**src/rtl/spi_slave_param.sv**
```systemverilog
// Oversampled SPI slave: pins synchronised into clk, all four modes.
// Ports: clk/rst, SPI pins (sclk, mosi, cs_n, miso, miso_oe), mode,
//   TX valid/ready, RX valid/ready, busy/done and error pulses.
module spi_slave_param #(
  parameter int                DATA_W      = 8,
  parameter bit                LSB_FIRST   = 1'b0,
  parameter int                SYNC_STAGES = 2,
  parameter logic [DATA_W-1:0] IDLE_FILL   = '0
) (
  input  logic              clk,
  input  logic              rst,
  input  logic              sclk,
  input  logic              mosi,
  input  logic              cs_n,
  output logic              miso,
  output logic              miso_oe,
  input  logic [1:0]        mode,
  input  logic [DATA_W-1:0] tx_data,
  input  logic              tx_valid,
  output logic              tx_ready,
  output logic [DATA_W-1:0] rx_data,
  output logic              rx_valid,
  input  logic              rx_ready,
  output logic              busy,
  output logic              done,
  output logic              tx_underrun,
  output logic              rx_overrun,
  output logic              frame_err
);

  localparam int CW = (DATA_W > 2) ? $clog2(DATA_W) : 1;
  localparam logic [CW-1:0] LAST = CW'(DATA_W - 1);

  typedef enum logic {
    IDLE,
    ACTIVE
  } state_t;

  logic [SYNC_STAGES-1:0] sclk_sync_q;
  logic [SYNC_STAGES-1:0] mosi_sync_q;
  logic [SYNC_STAGES-1:0] cs_sync_q;
  logic sclk_h_q, mosi_h_q, cs_h_q;
  logic sck_rise_q, sck_fall_q;
  logic cs_rise_q, cs_fall_q;
  logic sclk_s, mosi_s, cs_s;

  state_t            state_q, state_d;
  logic [1:0]        fmode_q, fmode_d;
  logic [DATA_W-1:0] tx_sr_q, tx_sr_d;
  logic [CW-1:0]     tx_cnt_q, tx_cnt_d;
  logic [DATA_W-1:0] rx_sr_q, rx_sr_d;
  logic [CW-1:0]     rx_cnt_q, rx_cnt_d;
  logic [DATA_W-1:0] hold_q, hold_d;
  logic              full_q, full_d;
  logic [DATA_W-1:0] rx_data_q, rx_data_d;
  logic              rx_valid_q, rx_valid_d;
  logic              done_q, done_d;
  logic              und_q, und_d;
  logic              ovr_q, ovr_d;
  logic              ferr_q, ferr_d;

  logic              sample_e, shift_e, load;
  logic [DATA_W-1:0] rx_next;

  assign sclk_s = sclk_sync_q[SYNC_STAGES-1];
  assign mosi_s = mosi_sync_q[SYNC_STAGES-1];
  assign cs_s   = cs_sync_q[SYNC_STAGES-1];

  // Chains reset low: a frame already running when reset is
  // released shows no cs_n fall, so it is skipped until cs_n cycles.
  always_ff @(posedge clk or negedge rst) begin
    if (!rst) begin
      sclk_sync_q <= '0;
      mosi_sync_q <= '0;
      cs_sync_q   <= '0;
      sclk_h_q    <= 1'b0;
      mosi_h_q    <= 1'b0;
      cs_h_q      <= 1'b0;
      sck_rise_q  <= 1'b0;
      sck_fall_q  <= 1'b0;
      cs_rise_q   <= 1'b0;
      cs_fall_q   <= 1'b0;
    end else begin
      sclk_sync_q <= {sclk_sync_q[SYNC_STAGES-2:0], sclk};
      mosi_sync_q <= {mosi_sync_q[SYNC_STAGES-2:0], mosi};
      cs_sync_q   <= {cs_sync_q[SYNC_STAGES-2:0], cs_n};
      sclk_h_q    <= sclk_s;
      mosi_h_q    <= mosi_s;
      cs_h_q      <= cs_s;
      sck_rise_q  <= sclk_s & ~sclk_h_q;
      sck_fall_q  <= ~sclk_s & sclk_h_q;
      cs_rise_q   <= cs_s & ~cs_h_q;
      cs_fall_q   <= ~cs_s & cs_h_q;
    end
  end

  always_ff @(posedge clk or negedge rst) begin
    if (!rst) begin
      state_q    <= IDLE;
      fmode_q    <= 2'b00;
      tx_sr_q    <= '0;
      tx_cnt_q   <= '0;
      rx_sr_q    <= '0;
      rx_cnt_q   <= '0;
      hold_q     <= '0;
      full_q     <= 1'b0;
      rx_data_q  <= '0;
      rx_valid_q <= 1'b0;
      done_q     <= 1'b0;
      und_q      <= 1'b0;
      ovr_q      <= 1'b0;
      ferr_q     <= 1'b0;
    end else begin
      state_q    <= state_d;
      fmode_q    <= fmode_d;
      tx_sr_q    <= tx_sr_d;
      tx_cnt_q   <= tx_cnt_d;
      rx_sr_q    <= rx_sr_d;
      rx_cnt_q   <= rx_cnt_d;
      hold_q     <= hold_d;
      full_q     <= full_d;
      rx_data_q  <= rx_data_d;
      rx_valid_q <= rx_valid_d;
      done_q     <= done_d;
      und_q      <= und_d;
      ovr_q      <= ovr_d;
      ferr_q     <= ferr_d;
    end
  end

  always_comb begin
    state_d    = state_q;
    fmode_d    = fmode_q;
    tx_sr_d    = tx_sr_q;
    tx_cnt_d   = tx_cnt_q;
    rx_sr_d    = rx_sr_q;
    rx_cnt_d   = rx_cnt_q;
    hold_d     = hold_q;
    full_d     = full_q;
    rx_data_d  = rx_data_q;
    rx_valid_d = rx_valid_q;
    done_d     = 1'b0;
    und_d      = 1'b0;
    ovr_d      = 1'b0;
    ferr_d     = 1'b0;
    load       = 1'b0;

    // Modes 0/3 sample on rising sclk, modes 1/2 on falling.
    sample_e = (fmode_q[1] == fmode_q[0]) ? sck_rise_q : sck_fall_q;
    shift_e  = (fmode_q[1] == fmode_q[0]) ? sck_fall_q : sck_rise_q;

    if (LSB_FIRST) begin
      rx_next = {mosi_h_q, rx_sr_q[DATA_W-1:1]};
    end else begin
      rx_next = {rx_sr_q[DATA_W-2:0], mosi_h_q};
    end

    if (tx_valid && !full_q) begin
      hold_d = tx_data;
      full_d = 1'b1;
    end

    if (rx_valid_q && rx_ready) begin
      rx_valid_d = 1'b0;
    end

    unique case (state_q)
      IDLE: begin
        if (cs_fall_q) begin
          state_d  = ACTIVE;
          fmode_d  = mode;
          tx_cnt_d = '0;
          rx_cnt_d = '0;
          rx_sr_d  = '0;
          load     = ~mode[0];
        end
      end
      ACTIVE: begin
        if (sample_e) begin
          rx_sr_d = rx_next;
          if (rx_cnt_q == LAST) begin
            rx_cnt_d = '0;
            if (!rx_valid_q || rx_ready) begin
              rx_data_d  = rx_next;
              rx_valid_d = 1'b1;
            end else begin
              ovr_d = 1'b1;
            end
          end else begin
            rx_cnt_d = rx_cnt_q + CW'(1);
          end
        end
        if (shift_e) begin
          // CPHA=0 refills after a word's last bit, CPHA=1 before its first.
          if (tx_cnt_q == (fmode_q[0] ? '0 : LAST)) begin
            load = 1'b1;
          end else if (LSB_FIRST) begin
            tx_sr_d = tx_sr_q >> 1;
          end else begin
            tx_sr_d = tx_sr_q << 1;
          end
          tx_cnt_d = (tx_cnt_q == LAST) ? '0 : tx_cnt_q + CW'(1);
        end
        // A same-cycle sample edge has already been folded in above.
        if (cs_rise_q) begin
          state_d = IDLE;
          done_d  = 1'b1;
          ferr_d  = (rx_cnt_d != '0);
        end
      end
      default: state_d = IDLE;
    endcase

    if (load) begin
      if (full_q) begin
        tx_sr_d = hold_q;
        full_d  = 1'b0;
      end else begin
        tx_sr_d = IDLE_FILL;
        und_d   = 1'b1;
      end
    end
  end

  assign busy        = (state_q == ACTIVE);
  assign miso_oe     = busy;
  assign miso        = busy &
                       (LSB_FIRST ? tx_sr_q[0] : tx_sr_q[DATA_W-1]);
  assign tx_ready    = ~full_q;
  assign rx_data     = rx_data_q;
  assign rx_valid    = rx_valid_q;
  assign done        = done_q;
  assign tx_underrun = und_q;
  assign rx_overrun  = ovr_q;
  assign frame_err   = ferr_q;

endmodule

```
**config.mk**
```make
export PLATFORM = sky130hd
export DESIGN_NAME = spi_slave_param
export DESIGN_NICKNAME = d
export VERILOG_FILES = /design/src/rtl/spi_slave_param.sv
export SDC_FILE = /design/constraint.sdc
export NUM_CORES = 1
export LEC_CHECK = 0
export ABC_AREA = 0
export CAP_MARGIN = 15
export CORE_MARGIN = 10
export CORE_UTILIZATION = 42
export DETAILED_ROUTE_END_ITERATION = 7
export PLACE_DENSITY = 0.66
export SLEW_MARGIN = 20
export SYNTH_ARGS = -nofsm -noshare
export SYNTH_HDL_FRONTEND = slang
export SYNTH_SLANG_ARGS = --single-unit
```
**constraint.sdc**
```tcl
create_clock -name clk -period 1.8 [get_ports clk]
set_input_delay 0.18 -clock clk [delete_from_list [all_inputs] [get_ports clk]]
set_output_delay 0.18 -clock clk [all_outputs]
set_load 0.005 [all_outputs]
```
==> flow_metrics.py <==
metrics = {
    "die": {
        "start_util": 0.4357,
        "die_area_um2": 9224,
        "io_pins": 34,
        "core_area_um2": 5574,
        "rows": 27,
        "die_width_um": 96.04,
        "die_y_um": 96.04,
    },
    "detailed_routing": {
        "viasPerCell": 4.907,
        "drc": 0,
        "drtPass1Iterations": 4,
        "post_drt_wl_per_cell_um": 13.66,
        "ant_nets": 0,
        "wl_mm": 4.576,
        "drt_iter0_markers": 59,
        "vias": 1644,
    },
    "critical_path": {
        "worstPathMaxFanout": 8,
        "cpPeakStageDelay_ps": 440,
        "crit_required_ps": 2020,
        "regToRegSetupSlack_ps": 90,
        "crit_type": "reg2reg",
        "end_kind": "flop",
        "crit_buf_inv": 1,
        "path_delay_family": "multiplexers",
        "critPathArrivalTime_ps": 1930,
        "r2r_end": "rx_data[4]",
        "slowest_stage": "dfrtp_1",
        "r2r.worst_path.cells": 5,
        "cp_cell_sequence": "xor2_4 -> mux2i_2 -> and3_1 -> buf_12 -> mux2_2",
        "r2r-start": "fmode_q[1]",
        "cp-start-kind": "flop",
    },
    "logic_synthesis": {
        "synth_top_flop_cell": "dfrtp_1",
        "synth_area_um2": 2429,
        "synth-edff-count": 0,
        "synth_fp_nets": 230,
        "synth.distinct_cells": 31,
        "ys_ff_latch": 59,
        "synth_warnings": 0,
        "syn_avg_cell_area_um2": 11.62,
        "ys_async_sr_fraction": 1.000,
        "synthCells": 209,
        "ys_seq_area_frac": 0.6079,
    },
    "clock_tree": {
        "numCtsBuffers": 9,
        "path_clk_slew_ps": 60,
        "cts-root-buf": "clkbuf_8",
        "cts_tree": "built",
        "clkLatencyLatePin_ps": 330,
        "clockBufferDepth": 2,
        "cts_sinks": 59,
        "htree_levels": 3,
    },
    "timing": {
        "setup_tns_ps": 0,
        "whs_ps": 282.7,
        "final_hold_viol_count": 0,
        "fmaxAchievable_mhz": 584.2,
        "worstMarginPinSlew_ps": 488.7,
        "setup_viol": 0,
        "fin_crit_sh": 0.9510,
        "rsz0062_at_grt": "true",
        "relSlewSlack": 0.6742,
        "drv_slew": 0,
        "finClkSkew_ps": 5.355,
        "period_needed_ps": 1712,
    },
    "global_routing": {
        "grt_max_degree": 40,
        "grt_pass1_vias": 1683,
        "track_usage": 0.1115,
        "overflow": 0,
        "grt_antenna_before_repair": 0,
        "grt_pass1_wl_mm": 7.969,
    },
    "placed_design": {
        "dp_hpwl_mm": 3.146,
        "io_buffers": 33,
        "place.gp.congestion": 0.7167,
        "dp.cells": 316,
        "placed_area_um2": 2920,
    },
    "worst_hold_path": {
        "min_path_type": "in2reg",
        "hold_end": "mosi_sync_q[0]",
        "holdPathStages": 1,
        "hp-start": "mosi",
    },
    "finish": {
        "area_delta_synth_final_pct": 32.56,
        "final_cell_area_um2": 3219,
        "antenna_cells": 0,
        "final_cell_mix": "dfrtp_1 (57), nand2_1 (43), clkdlybuf4s50_1 (32)",
        "utilization": 0.5776,
        "mostFrequentLayoutCell": "dfrtp_1",
        "fin_cells": 335,
        "drive_gt1_frac": 0.2053,
        "nNetsFinal": 279,
    },
    "flow_run": {
        "cap_violations": 0,
    },
    "power_and_ir_drop": {
        "p_per_area_nw_per_um2": 1438,
        "vdd_drop_max_mv": 0.8567,
        "p_leak_nw": 1.485,
    },
    "outcome": {
        "outcome": "finished clean",
    },
}
layer usage:
metal | routed length, µm | vias up | GRT usage | share of wire
met1 | 2106 | 788 | 0.1363 | 0.46
met4 | 66 | 0 | 0.04914 | 0.014
met3 | 313 | 6 | 0.05058 | 0.068
met5 | 0 | - | 0 | 0
met2 | 2089 | 38 | 0.1659 | 0.46
li1 | - | 812 | - | -
worst register-to-register path, stage by stage, from the launching register on:
cell     delay (ps)
dfrtp_1         440
xor2_4          240
mux2i_2         240
and3_1          220
buf_12          130
mux2_2          330
flip-flops by register name, indices dropped and copies added, names as in the netlist, 3 cells and up:
| register | count |
|---|---|
| hold_q | 8 |
| tx_cnt_q | 3 |
| rx_sr_q | 7 |
| rx_data | 8 |
| tx_sr_q | 8 |
| rx_cnt_q | 3 |
kinds of logic after synthesis:
group,count (synthesis),share of synthesized area
AOI/OAI and AO/OA,24,0.06956
xor gates and xnor gates,1,0.006699
adders and majority gates,4,0.02061
buffers and inverters,14,0.02370
DFF,59,0.6079
muxes,27,0.1200
and+or+nand+nor,80,0.1515
timing repair:
| item | 4_1_cts | 5_1_grt |
|---|---|---|
| endpoints found under the hold margin | 20 | 0 |
| pin swaps | 0 | 0 |
| setup endpoints to repair | 1 | 9 |
| gates resized for setup | 1 | 2 |
| hold buffers | 1 | 0 |
| setup buffers | 0 | 2 |
Yosys cell counts, types with 3 or more instances:
master    instances  share of area
nand3_1           3         0.0062
nand2_1          43          0.066
nor2b_1           5          0.013
mux2_2           17          0.079
a221o_1           7          0.029
clkbuf_1          8          0.012
ha_1              4          0.021
dfrtp_1          59           0.61
nor2_1           14          0.022
mux2i_1          10          0.041
o21ai_0          10          0.021
inv_1             4         0.0062
cell type report:
cell class,instances,area [µm²]
clock buffers,12,165.2
multi-input cells,136,909.6
flip-flops and latches,59,1479
repair buffers,48,465.4
well taps,72,90.09
clock inverters,4,95.09
inverters,4,15.01
fillers,464,2355
worst max path at each step:
stage	from	endpoint	cells after the start
2_1_floorplan	fmode_q[1]	rx_data[0]	5
3_3_place_gp	mode[0]	tx_sr_q[4]	5
3_5_place_dp	mode[0]	tx_sr_q[2]	5
4_1_cts	busy	miso	3
5_1_grt	fmode_q[1]	rx_data[7]	5
6_report	fmode_q[1]	rx_data[4]	5
through the flow:
step,setup WS (ps),total power [mW]
floorplan,17.18,2.696
global placement,14.26,3.052
detailed placement,-28.22,3.098
CTS,26.44,4.661
global route,-10.39,4.962
finish,88.19,4.629
power breakdown:
part,switching [mW],total (mW),internal (mW)
clock network,0.502,1.53,1.03
logic,0.538,1.17,0.627
registers,0.270,1.93,1.66
No activity file was read; power rests on OpenSTA's default activity.
